<file path="src/rtl/tsched_pkg.sv">
// Shared types and constants for the timestamp event scheduler.
//   tsched_state_t : controller FSM state, encoded as reported on state_o
//   TS_W_DEF       : default timestamp width (12 BCD digits)
//   N_CH_MAX       : largest supported channel count
//   ch_width()     : width of a channel index, never less than 1 bit
package tsched_pkg;

  typedef enum logic [1:0] {
    StIdle  = 2'd0,
    StClear = 2'd1,
    StRun   = 2'd2,
    StDrain = 2'd3
  } tsched_state_t;

  localparam int unsigned TS_W_DEF = 48;
  localparam int unsigned N_CH_MAX = 8;

  function automatic int unsigned ch_width(int unsigned n);
    return (n > 1) ? $clog2(n) : 1;
  endfunction

endpackage

</file>
<file path="src/rtl/rr_arbiter.sv">
// Round-robin pick: returns the first requesting channel at or after ptr, wrapping cyclically.
//   req   : request vector, one bit per channel
//   ptr   : channel with highest priority this cycle
//   grant : chosen channel index (0 when nothing requests)
//   any   : at least one request present
module rr_arbiter #(
  parameter int unsigned N_CH = 4,
  parameter int unsigned CH_W = 2
) (
  input  logic [N_CH-1:0] req,
  input  logic [CH_W-1:0] ptr,
  output logic [CH_W-1:0] grant,
  output logic            any
);

  logic [CH_W-1:0] hi_idx, lo_idx;
  logic            hi_any, lo_any;

  // Walk downwards so the last hit is the lowest index: lo_* is the lowest request overall,
  // hi_* the lowest request at or above ptr. Falling back to lo_* provides the wrap.
  always_comb begin
    hi_idx = '0;
    lo_idx = '0;
    hi_any = 1'b0;
    lo_any = 1'b0;
    for (int i = N_CH - 1; i >= 0; i--) begin
      if (req[i]) begin
        lo_idx = CH_W'(i);
        lo_any = 1'b1;
        if (CH_W'(i) >= ptr) begin
          hi_idx = CH_W'(i);
          hi_any = 1'b1;
        end
      end
    end
    grant = hi_any ? hi_idx : lo_idx;
    any   = lo_any;
  end

endmodule

</file>
<file path="src/rtl/timestamp_event_scheduler.sv">
// Stopwatch controller and trigger-timestamp arbiter.
// Sequences the stopwatch through IDLE/CLEAR/RUN/DRAIN, latches ts_in on each rising trigger
// edge per channel, and round-robins pending channels onto one valid/ready event stream.
//   clk, reset (async, active-low)
//   cmd_start / cmd_stop / cmd_clear : one-cycle command pulses
//   ts_in, trig                      : stopwatch value, synchronous trigger levels
//   tm_clear                         : stopwatch reset, high in IDLE and CLEAR
//   evt_valid/evt_ready/evt_ch/evt_ts: event stream
//   evt_count                        : events accepted since last CLEAR (wraps)
//   lost_any                         : sticky, a trigger edge was dropped
//   state_o                          : FSM state
module timestamp_event_scheduler
  import tsched_pkg::*;
#(
  parameter int unsigned N_CH       = 4,
  parameter int unsigned TS_W       = TS_W_DEF,
  parameter int unsigned CLR_CYCLES = 2,
  localparam int unsigned CH_W      = ch_width(N_CH)
) (
  input  logic            clk,
  input  logic            reset,
  input  logic            cmd_start,
  input  logic            cmd_stop,
  input  logic            cmd_clear,
  input  logic [TS_W-1:0] ts_in,
  input  logic [N_CH-1:0] trig,
  output logic            tm_clear,
  output logic            evt_valid,
  input  logic            evt_ready,
  output logic [CH_W-1:0] evt_ch,
  output logic [TS_W-1:0] evt_ts,
  output logic [31:0]     evt_count,
  output logic            lost_any,
  output logic [1:0]      state_o
);

  tsched_state_t   state_q, state_d;
  logic [3:0]      clr_cnt_q, clr_cnt_d;
  logic [N_CH-1:0] trig_q, pending_q, pending_d;
  logic [N_CH-1:0] rise, accept, drop, unload;
  logic [TS_W-1:0] ts_reg_q [N_CH];
  logic            evt_valid_q;
  logic [CH_W-1:0] evt_ch_q, rr_ptr_q;
  logic [TS_W-1:0] evt_ts_q;
  logic [31:0]     evt_count_q, count_inc;
  logic            lost_any_q;
  logic            load, flush, capture_en;
  logic [CH_W-1:0] grant;
  logic            any;

  rr_arbiter #(
    .N_CH (N_CH),
    .CH_W (CH_W)
  ) u_rr_arbiter (
    .req   (pending_q),
    .ptr   (rr_ptr_q),
    .grant (grant),
    .any   (any)
  );

  // Priority clear > stop > start; commands not meaningful in a state are ignored.
  always_comb begin
    state_d   = state_q;
    clr_cnt_d = '0;
    unique case (state_q)
      StIdle: begin
        if (cmd_clear || cmd_start) state_d = StClear;
      end
      StClear: begin
        clr_cnt_d = clr_cnt_q + 4'd1;
        if (clr_cnt_q == 4'(CLR_CYCLES - 1)) state_d = StRun;
      end
      StRun: begin
        if (cmd_clear)      state_d = StClear;
        else if (cmd_stop)  state_d = StDrain;
        else if (cmd_start) state_d = StClear;
      end
      StDrain: begin
        if (cmd_clear)                  state_d = StClear;
        else if (cmd_start && !cmd_stop) state_d = StClear;
        else if (pending_q == '0 && (!evt_valid_q || evt_ready)) state_d = StIdle;
      end
      default: state_d = StIdle;
    endcase
  end

  // Flushing on the entry edge too makes evt_valid drop the cycle after a clear command.
  assign flush      = (state_d == StClear);
  assign capture_en = (state_q == StRun) && !flush;
  assign load       = !evt_valid_q || evt_ready;

  always_comb begin
    rise   = trig & ~trig_q;
    unload = '0;
    if (load && any) unload[grant] = 1'b1;
    // A channel being unloaded this cycle can take a new edge: old value leaves, new one lands.
    accept    = capture_en ? (rise & (~pending_q | unload)) : '0;
    drop      = capture_en ? (rise & pending_q & ~unload) : '0;
    pending_d = flush ? '0 : ((pending_q & ~unload) | accept);
    count_inc = '0;
    for (int i = 0; i < N_CH; i++) count_inc = count_inc + 32'(accept[i]);
  end

  always_ff @(posedge clk or negedge reset) begin
    if (!reset) begin
      state_q     <= StIdle;
      clr_cnt_q   <= '0;
      trig_q      <= '0;
      pending_q   <= '0;
      for (int i = 0; i < N_CH; i++) ts_reg_q[i] <= '0;
      evt_valid_q <= 1'b0;
      evt_ch_q    <= '0;
      evt_ts_q    <= '0;
      rr_ptr_q    <= '0;
      evt_count_q <= '0;
      lost_any_q  <= 1'b0;
    end else begin
      state_q   <= state_d;
      clr_cnt_q <= clr_cnt_d;
      trig_q    <= trig;
      pending_q <= pending_d;
      for (int i = 0; i < N_CH; i++) begin
        if (accept[i]) ts_reg_q[i] <= ts_in;
      end
      if (flush) begin
        evt_count_q <= '0;
        lost_any_q  <= 1'b0;
        evt_valid_q <= 1'b0;
      end else begin
        evt_count_q <= evt_count_q + count_inc;
        if (|drop) lost_any_q <= 1'b1;
        if (load) begin
          evt_valid_q <= any;
          if (any) begin
            evt_ch_q <= grant;
            evt_ts_q <= ts_reg_q[grant];
            rr_ptr_q <= (grant == CH_W'(N_CH - 1)) ? '0 : grant + CH_W'(1);
          end
        end
      end
    end
  end

  assign tm_clear  = (state_q == StIdle) || (state_q == StClear);
  assign evt_valid = evt_valid_q;
  assign evt_ch    = evt_ch_q;
  assign evt_ts    = evt_ts_q;
  assign evt_count = evt_count_q;
  assign lost_any  = lost_any_q;
  assign state_o   = state_q;

endmodule

</file>
<file path="config.mk">
export PLATFORM = sky130hd
export DESIGN_NAME = timestamp_event_scheduler
export DESIGN_NICKNAME = d
export VERILOG_FILES = /design/src/rtl/tsched_pkg.sv /design/src/rtl/rr_arbiter.sv /design/src/rtl/timestamp_event_scheduler.sv
export SDC_FILE = /design/constraint.sdc
export NUM_CORES = 1
export LEC_CHECK = 0
export CAP_MARGIN = 20
export CELL_PAD_IN_SITES_DETAIL_PLACEMENT = 1
export CELL_PAD_IN_SITES_GLOBAL_PLACEMENT = 2
export CORE_MARGIN = 2
export CORE_UTILIZATION = 44
export CTS_CLUSTER_DIAMETER = 200
export DETAILED_ROUTE_END_ITERATION = 16
export HOLD_SLACK_MARGIN = 0.06
export PLACE_DENSITY = 0.95
export SLEW_MARGIN = 20
export SYNTH_ARGS = -nofsm -noshare
export SYNTH_HDL_FRONTEND = slang
export SYNTH_HIERARCHICAL = 1
export SYNTH_SLANG_ARGS = --single-unit
</file>
<file path="constraint.sdc">
create_clock -name clk -period 9.7 [get_ports clk]
set_input_delay 2.91 -clock clk [delete_from_list [all_inputs] [get_ports clk]]
set_output_delay 2.91 -clock clk [all_outputs]
set_load 0.02 [all_outputs]
</file>
Yosys cells after proc, flatten, opt, wreduce, memory -nomap -nowiden
Index checks and enable logic that the tools add are counted.
Widths: inputs -> output; s select.
{ "totals": {"elab_cells": 112, "register_bits": 292, "output_inout_bits": 87, "input_bits": 58} }
{ "classes": {"add_sub_neg": 6, "mux": 50, "order_cmp": 7, "reduce_logical": 17, "n_eq_ne": 6, "bitwise_logic": 12} }
{ "ops": {"columns": ["op", "n"], "rows": [
  ["$bmux 48 s2", 1],
  ["$mux 48", 2],
  ["$mux 2", 22],
  ["$add 32x4->32", 1],
  ["$mux 32", 1],
  ["$and 4x4->4", 5],
  ["$mux 4", 5],
  ["$mux 1", 17],
  ["$not 4->4", 3],
  ["$or 4x4->4", 2],
  ["$pmux 2 s4", 1],
  ["$eq 2x2->1 const B", 3],
  ["$logic_and 1x1->1", 5],
  ["$add 3x1->4", 1],
  ["$add 4x1->4 const B", 1],
  ["$eq 2x1->1 const B", 2],
  ["$eq 4x1->1 const B", 1],
  ["$ge 1x2->1 const A", 2],
  ["$ge 2x2->1 const A", 2],
  ["$logic_not 4->1", 1],
  ["$reduce_bool 2->1", 2],
  ["$reduce_or 4->1", 1],
  ["$add 2x1->3", 1],
  ["$ge 3x3->1 const B", 1],
  ["other kinds (11)", 15]
]} }

Depth between registers and ports, before layout
{ "logic_depth": {"depth_word": 23, "depth_mapped": 22} }

Hierarchy
Netlist, hierarchy kept.
{ "modules_own_cells": {"columns": ["mod", "area_per_inst_um2", "instances", "cells_each", "seq_area_each_um2"], "rows": [
  ["timestamp_event_scheduler", 12961.2, 1, 836, 7307.0],
  ["rr_arbiter", 73.8, 1, 14, 0.0]
]} }

Worst setup path after synthesis
Ideal clock, no wire load.
{ "synth_timing": {"path_kind": "input port to flip-flop", "start": "input evt_ready", "end": "register evt_count_q[24], in the netlist evt_count[24]", "n_path_buf": 5, "t_arrival_ns": 6.089, "setup_ns": 0.078, "setup_slack_ns": 3.533, "path_stages": 17, "required_ns": 9.622, "cell_sequence": "nand2b_1 > buf_2 > a31oi_1 > nor3_2 > buf_4 > buf_4 > fa_1 > inv_1 > fa_1 > inv_1 > fa_1 > and4_1 > buf_2 > nand4_1 > clkbuf_1 > or3_1 > a21oi_1"} }
{ "synth_via": {"elab_chain_len": 15, "elab_cells_between_ends": 19} }
{ "synth_rtl": {"columns": ["item", "line_no", "text"], "rows": [
  ["start, declared", "timestamp_event_scheduler.sv:29", "input logic evt_ready,"],
  ["$logic_or 1x1->1 (*)", "timestamp_event_scheduler.sv:81, timestamp_event_scheduler.sv:90", null],
  ["$logic_and 1x1->1", "timestamp_event_scheduler.sv:81", "else if (pending_q == '0 && (!evt_valid_q || evt_ready)) state_d = StIdle;"],
  ["$mux 2", "timestamp_event_scheduler.sv:81", null],
  ["$mux 2", "timestamp_event_scheduler.sv:80", "else if (cmd_start && !cmd_stop) state_d = StClear;"],
  ["$mux 2", "timestamp_event_scheduler.sv:79", "if (cmd_clear) state_d = StClear;"],
  ["$pmux 2 s4", "timestamp_event_scheduler.sv:65", "unique case (state_q)"],
  ["$eq 2x1->1", "timestamp_event_scheduler.sv:88", "assign flush = (state_d == StClear);"],
  ["$logic_not 1->1", "timestamp_event_scheduler.sv:89", "assign capture_en = (state_q == StRun) && !flush;"],
  ["$logic_and 1x1->1", "timestamp_event_scheduler.sv:89", null],
  ["$mux 4 (*)", "timestamp_event_scheduler.sv:97", "accept = capture_en ? (rise & (~pending_q | unload)) : '0;"],
  ["named net accept[0]", "timestamp_event_scheduler.sv:40", "logic [N_CH-1:0] rise, accept, drop, unload;"],
  ["$add 1x1->2 (*)", "timestamp_event_scheduler.sv:101", "for (int i = 0; i < N_CH; i++) count_inc = count_inc + 32'(accept[i]);"],
  ["$add 2x1->3 (*)", "timestamp_event_scheduler.sv:101", null],
  ["$add 3x1->4 (*)", "timestamp_event_scheduler.sv:101", null],
  ["$add 32x4->32 (*)", "timestamp_event_scheduler.sv:130", "evt_count_q <= evt_count_q + count_inc;"],
  ["$mux 32 (*)", "timestamp_event_scheduler.sv:125", "if (flush) begin"],
  ["end signal, assigned", "timestamp_event_scheduler.sv:130", null],
  ["end, declared", "timestamp_event_scheduler.sv:45", "logic [31:0] evt_count_q, count_inc;"]
]} }
The timed path passes the listed nets; every way through them passes the cells marked *.
A chain may end at the register's enable or synchronous reset.

Final worst setup path
{ "layout_timing": {"start": "input evt_ready", "end": "register evt_count_q[28], in the netlist evt_count[28]"} }
{ "layout_via": {"elab_chain_len": 15, "elab_cells_between_ends": 19} }
{ "layout_rtl": {"columns": ["item", "line_no"], "rows": [
  ["$logic_or 1x1->1 (*)", "timestamp_event_scheduler.sv:81, timestamp_event_scheduler.sv:90"],
  ["$logic_and 1x1->1", "timestamp_event_scheduler.sv:81"],
  ["$mux 2", "timestamp_event_scheduler.sv:81"],
  ["$mux 2", "timestamp_event_scheduler.sv:80"],
  ["$mux 2", "timestamp_event_scheduler.sv:79"],
  ["$pmux 2 s4", "timestamp_event_scheduler.sv:65"],
  ["$eq 2x1->1", "timestamp_event_scheduler.sv:88"],
  ["$logic_not 1->1", "timestamp_event_scheduler.sv:89"],
  ["$logic_and 1x1->1", "timestamp_event_scheduler.sv:89"],
  ["$mux 4", "timestamp_event_scheduler.sv:97"],
  ["$add 1x1->2", "timestamp_event_scheduler.sv:101"],
  ["$add 2x1->3", "timestamp_event_scheduler.sv:101"],
  ["$add 3x1->4", "timestamp_event_scheduler.sv:101"],
  ["$add 32x4->32", "timestamp_event_scheduler.sv:130"],
  ["$mux 32 (*)", "timestamp_event_scheduler.sv:125"]
]} }
Mark *: on every way between the ends. The rest lies on a longest branch, timed or not.

==> impl_metrics.csv <==
group,metric,value,unit
global_routing,antenna_found_initial,2,
sta,period_needed,6.53,ns
final_layout,drive_gt1_share,34.2,%
worst_setup_path,start_kind,"input port",
sta,totalNegativeSetupSlack,0,ns
placement,place_congestion,0.758,
final_layout,final_cells,1402,
synthesis,ys.flop_type,"dfrtp_1",
placement,place_hpwl,17900,µm
route,vias,7678,
sta,slew_headroom,35.2,%
sta,slew_violations,0,
worst_setup_path,crit_path_end_kind,"register",
status,status,"complete, no violations",
hold_path,hold_path_class,"reg -> reg",
flow_run,maxCapViolCount,0,
synthesis,synth_fp_nets,918,
floorplanning,die_height,176,µm
sta,worst_hold_slack,0.487,ns
sta,hold_viol,0,
final_layout,diodes,0,
floorplanning,num_io_pins,145,
floorplanning,die_w,176,µm
route,drtIter0Drc,293,
worst_setup_path,cp.required,10.12,ns
route,routed_wirelength,29900,µm
clocking,clockRootBuffer,"clkbuf_16",
synthesis,synth-compound-area-share,3.43,%
route,viasPerCell,5.48,
synthesis,synth_top_family_by_area,"multiplexers",
final_layout,nets,1061,
synthesis,ys_ff_latch,292,
synthesis,synth-simple-area-share,4.76,%
sta,tightest_slew,0.973,ns
clocking,clockBufferDepth,3,
synthesis,netlist_area,13000,µm²
clocking,postCtsSetupBuffers,0,
clocking,cts_tree,"built",
clocking,cts_resized,0,
pwr,p_total,3.63,mW
route,ant_nets,0,
clocking,clock_sinks,292,
synthesis,synth-async-reset-ratio,100,%
synthesis,synth_fa_ha_area_share,1.13,%
clocking,cts_buffers,34,
synthesis,synth_cell_types,50,
placement,dp.cells,1346,
final_layout,synthToLayoutAreaGrowth,21.7,%
worst_setup_path,worstSetupPathType,"in -> reg",
pwr,leakagePower,7.02,nW
clocking,cts_max_level,2,
sta,rsz0062_at_grt,"no",
placement,port-buffer-count,144,
floorplanning,coreArea,29400,µm²
sta,finalCritPeriodShare,67.4,%
pwr,ir_drop,145,µV
final_layout,layout_commonest_cell,"dfrtp_1",
sta,fin_skew,0.0192,ns
global_routing,grt_pass1_wl,48800,µm
synthesis,syn_inst,850,
sta,clock.fmax,153,MHz
global_routing,grt_usage,19.8,%
floorplanning,num_rows,63,
clocking,clk_pin_slew_worst_paths,0.06,ns
synthesis,synth_edf_count,0,
final_layout,mostFrequentLayoutCells,"292 x dfrtp_1, 178 x mux2_2, 143 x clkdlybuf4s50_1",
floorplanning,dieArea,31000,µm²
pwr,power_density,228,nW/µm²
clocking,postCtsHoldBufs,0,
sta,setup_viol,0,
synthesis,avgSynthCellArea,15.3,µm²
worst_setup_path,arrival,6.95,ns
worst_setup_path,cp_max_fo,12,
synthesis,ys_seq_area_share,56.1,%
synthesis,synth_xor_xnor_area_share,0.873,%
clocking,clk_latency,0.50,ns
synthesis,ys_warn_count,6,
global_routing,first_global_vias,8680,
synthesis,synth_mux_area_share,30.9,%
global_routing,gr-total-overflow,0,
route,drc_errors,0,
floorplanning,initial_core_util,44.3,%
global_routing,grt_max_degree,176,
route,firstDrtPassIters,4,
route,wl_per_cell,21.3,µm
-- report_power, final --
part           switching, mW  internal [mW]
clock network          0.482          0.735
logic                  0.279          0.428
registers              0.174           1.53
-- worst paths after layout --
path / from / end / slack, ns / cells after the start
worst max-delay path: evt_ready / evt_count[28]$_DFF_PN0_ / 3.17 / 13
worst min-delay path: ts_reg_q[148]$_DFFE_PN0P_ / ts_reg_q[148]$_DFFE_PN0P_ / 0.49 / 1
worst max register to register: pending_q[1]$_DFF_PN0_ / evt_count[28]$_DFF_PN0_ / 4.17 / 14
worst min register to register: ts_reg_q[148]$_DFFE_PN0P_ / ts_reg_q[148]$_DFFE_PN0P_ / 0.49 / 1
max in group asynchronous: reset / ts_reg_q[166]$_DFFE_PN0P_ / 5.83 / 2
min in group asynchronous: reset / evt_count[17]$_DFF_PN0_ / 2.44 / 1
-- stage by stage --
step	area [µm²]	worst slack, ns	utilization [%]
floorplan	13000	3.53	-
global placement	14800	2.77	50.4
detailed placement	14800	2.71	50.4
CTS	15900	3.18	54.0
global route	15900	2.88	54.0
finish	15900	3.17	54.0
-- metal layers --
layer  GRT usage (%)  up-vias  wire, µm  part of all wire, %
li1                -     3409         -                    -
met5               0        -        22                0.074
met4            5.13        4       593                  2.0
met2            34.4      126     15200                   51
met3            3.19       46      1050                  3.5
met1            26.0     4093     13000                   44
-- worst max-delay path, cell delays in order --
cell and delay, ns:
clkdlybuf4s50_1 0.40, nand2b_1 0.32, a31oi_1 0.39, nor3_4 0.09, fa_1 0.51, inv_1 0.05
fa_1 0.38, inv_1 0.09, fa_1 0.22, and4_1 0.39, nand4_1 0.44, or4_1 0.60
a21oi_1 0.15
-- registers in the layout, summed over array words and instances (netlist names), 2 cells and up --
register	cells
rr_ptr_q	2
trig_q	4
clr_cnt_q	4
evt_ts	48
evt_count	32
pending_q	4
ts_reg_q	192
state_o	2
evt_ch	2
-- logic make-up (layout without fill, tap and decap cells) --
| kind of cell | after synthesis | after routing |
|---|---|---|
| multiplexers | 293 | 293 |
| adder cells (fa/ha/maj) | 10 | 10 |
| AND/OR/NAND/NOR | 107 | 107 |
| AO/OA/AOI/OAI | 70 | 70 |
| buffers and inverters | 65 | 227 |
| flip-flops | 292 | 292 |
| XOR/XNOR | 13 | 13 |
-- Yosys cell counts (all sizes together) (8+ instances only) --
master | instances | area share, %
dfrtp | 292 | 56
mux2 | 244 | 23
mux4 | 48 | 8.3
buf | 38 | 2.1
a21oi | 23 | 0.88
nor2 | 22 | 0.63
o21ai | 19 | 0.73
inv | 18 | 0.52
nand2 | 16 | 0.46
nand3 | 16 | 0.65
xor2 | 11 | 0.74
or3 | 10 | 0.48
clkbuf | 9 | 0.26
or4 | 9 | 0.52
and4 | 8 | 0.54
o31ai | 8 | 0.46
-- area by class of cell --
| class | count | area (µm²) |
|---|---|---|
| multi-input cells | 493 | 5420 |
| flip-flops and latches | 292 | 7310 |
| well taps | 390 | 488 |
| clock inverters | 2 | 10.0 |
| repair buffers | 154 | 1530 |
| inverters | 18 | 67.6 |
| clock buffers | 53 | 1050 |
| fillers | 2796 | 13500 |
Note: power is estimated with default switching activity, not from simulation.
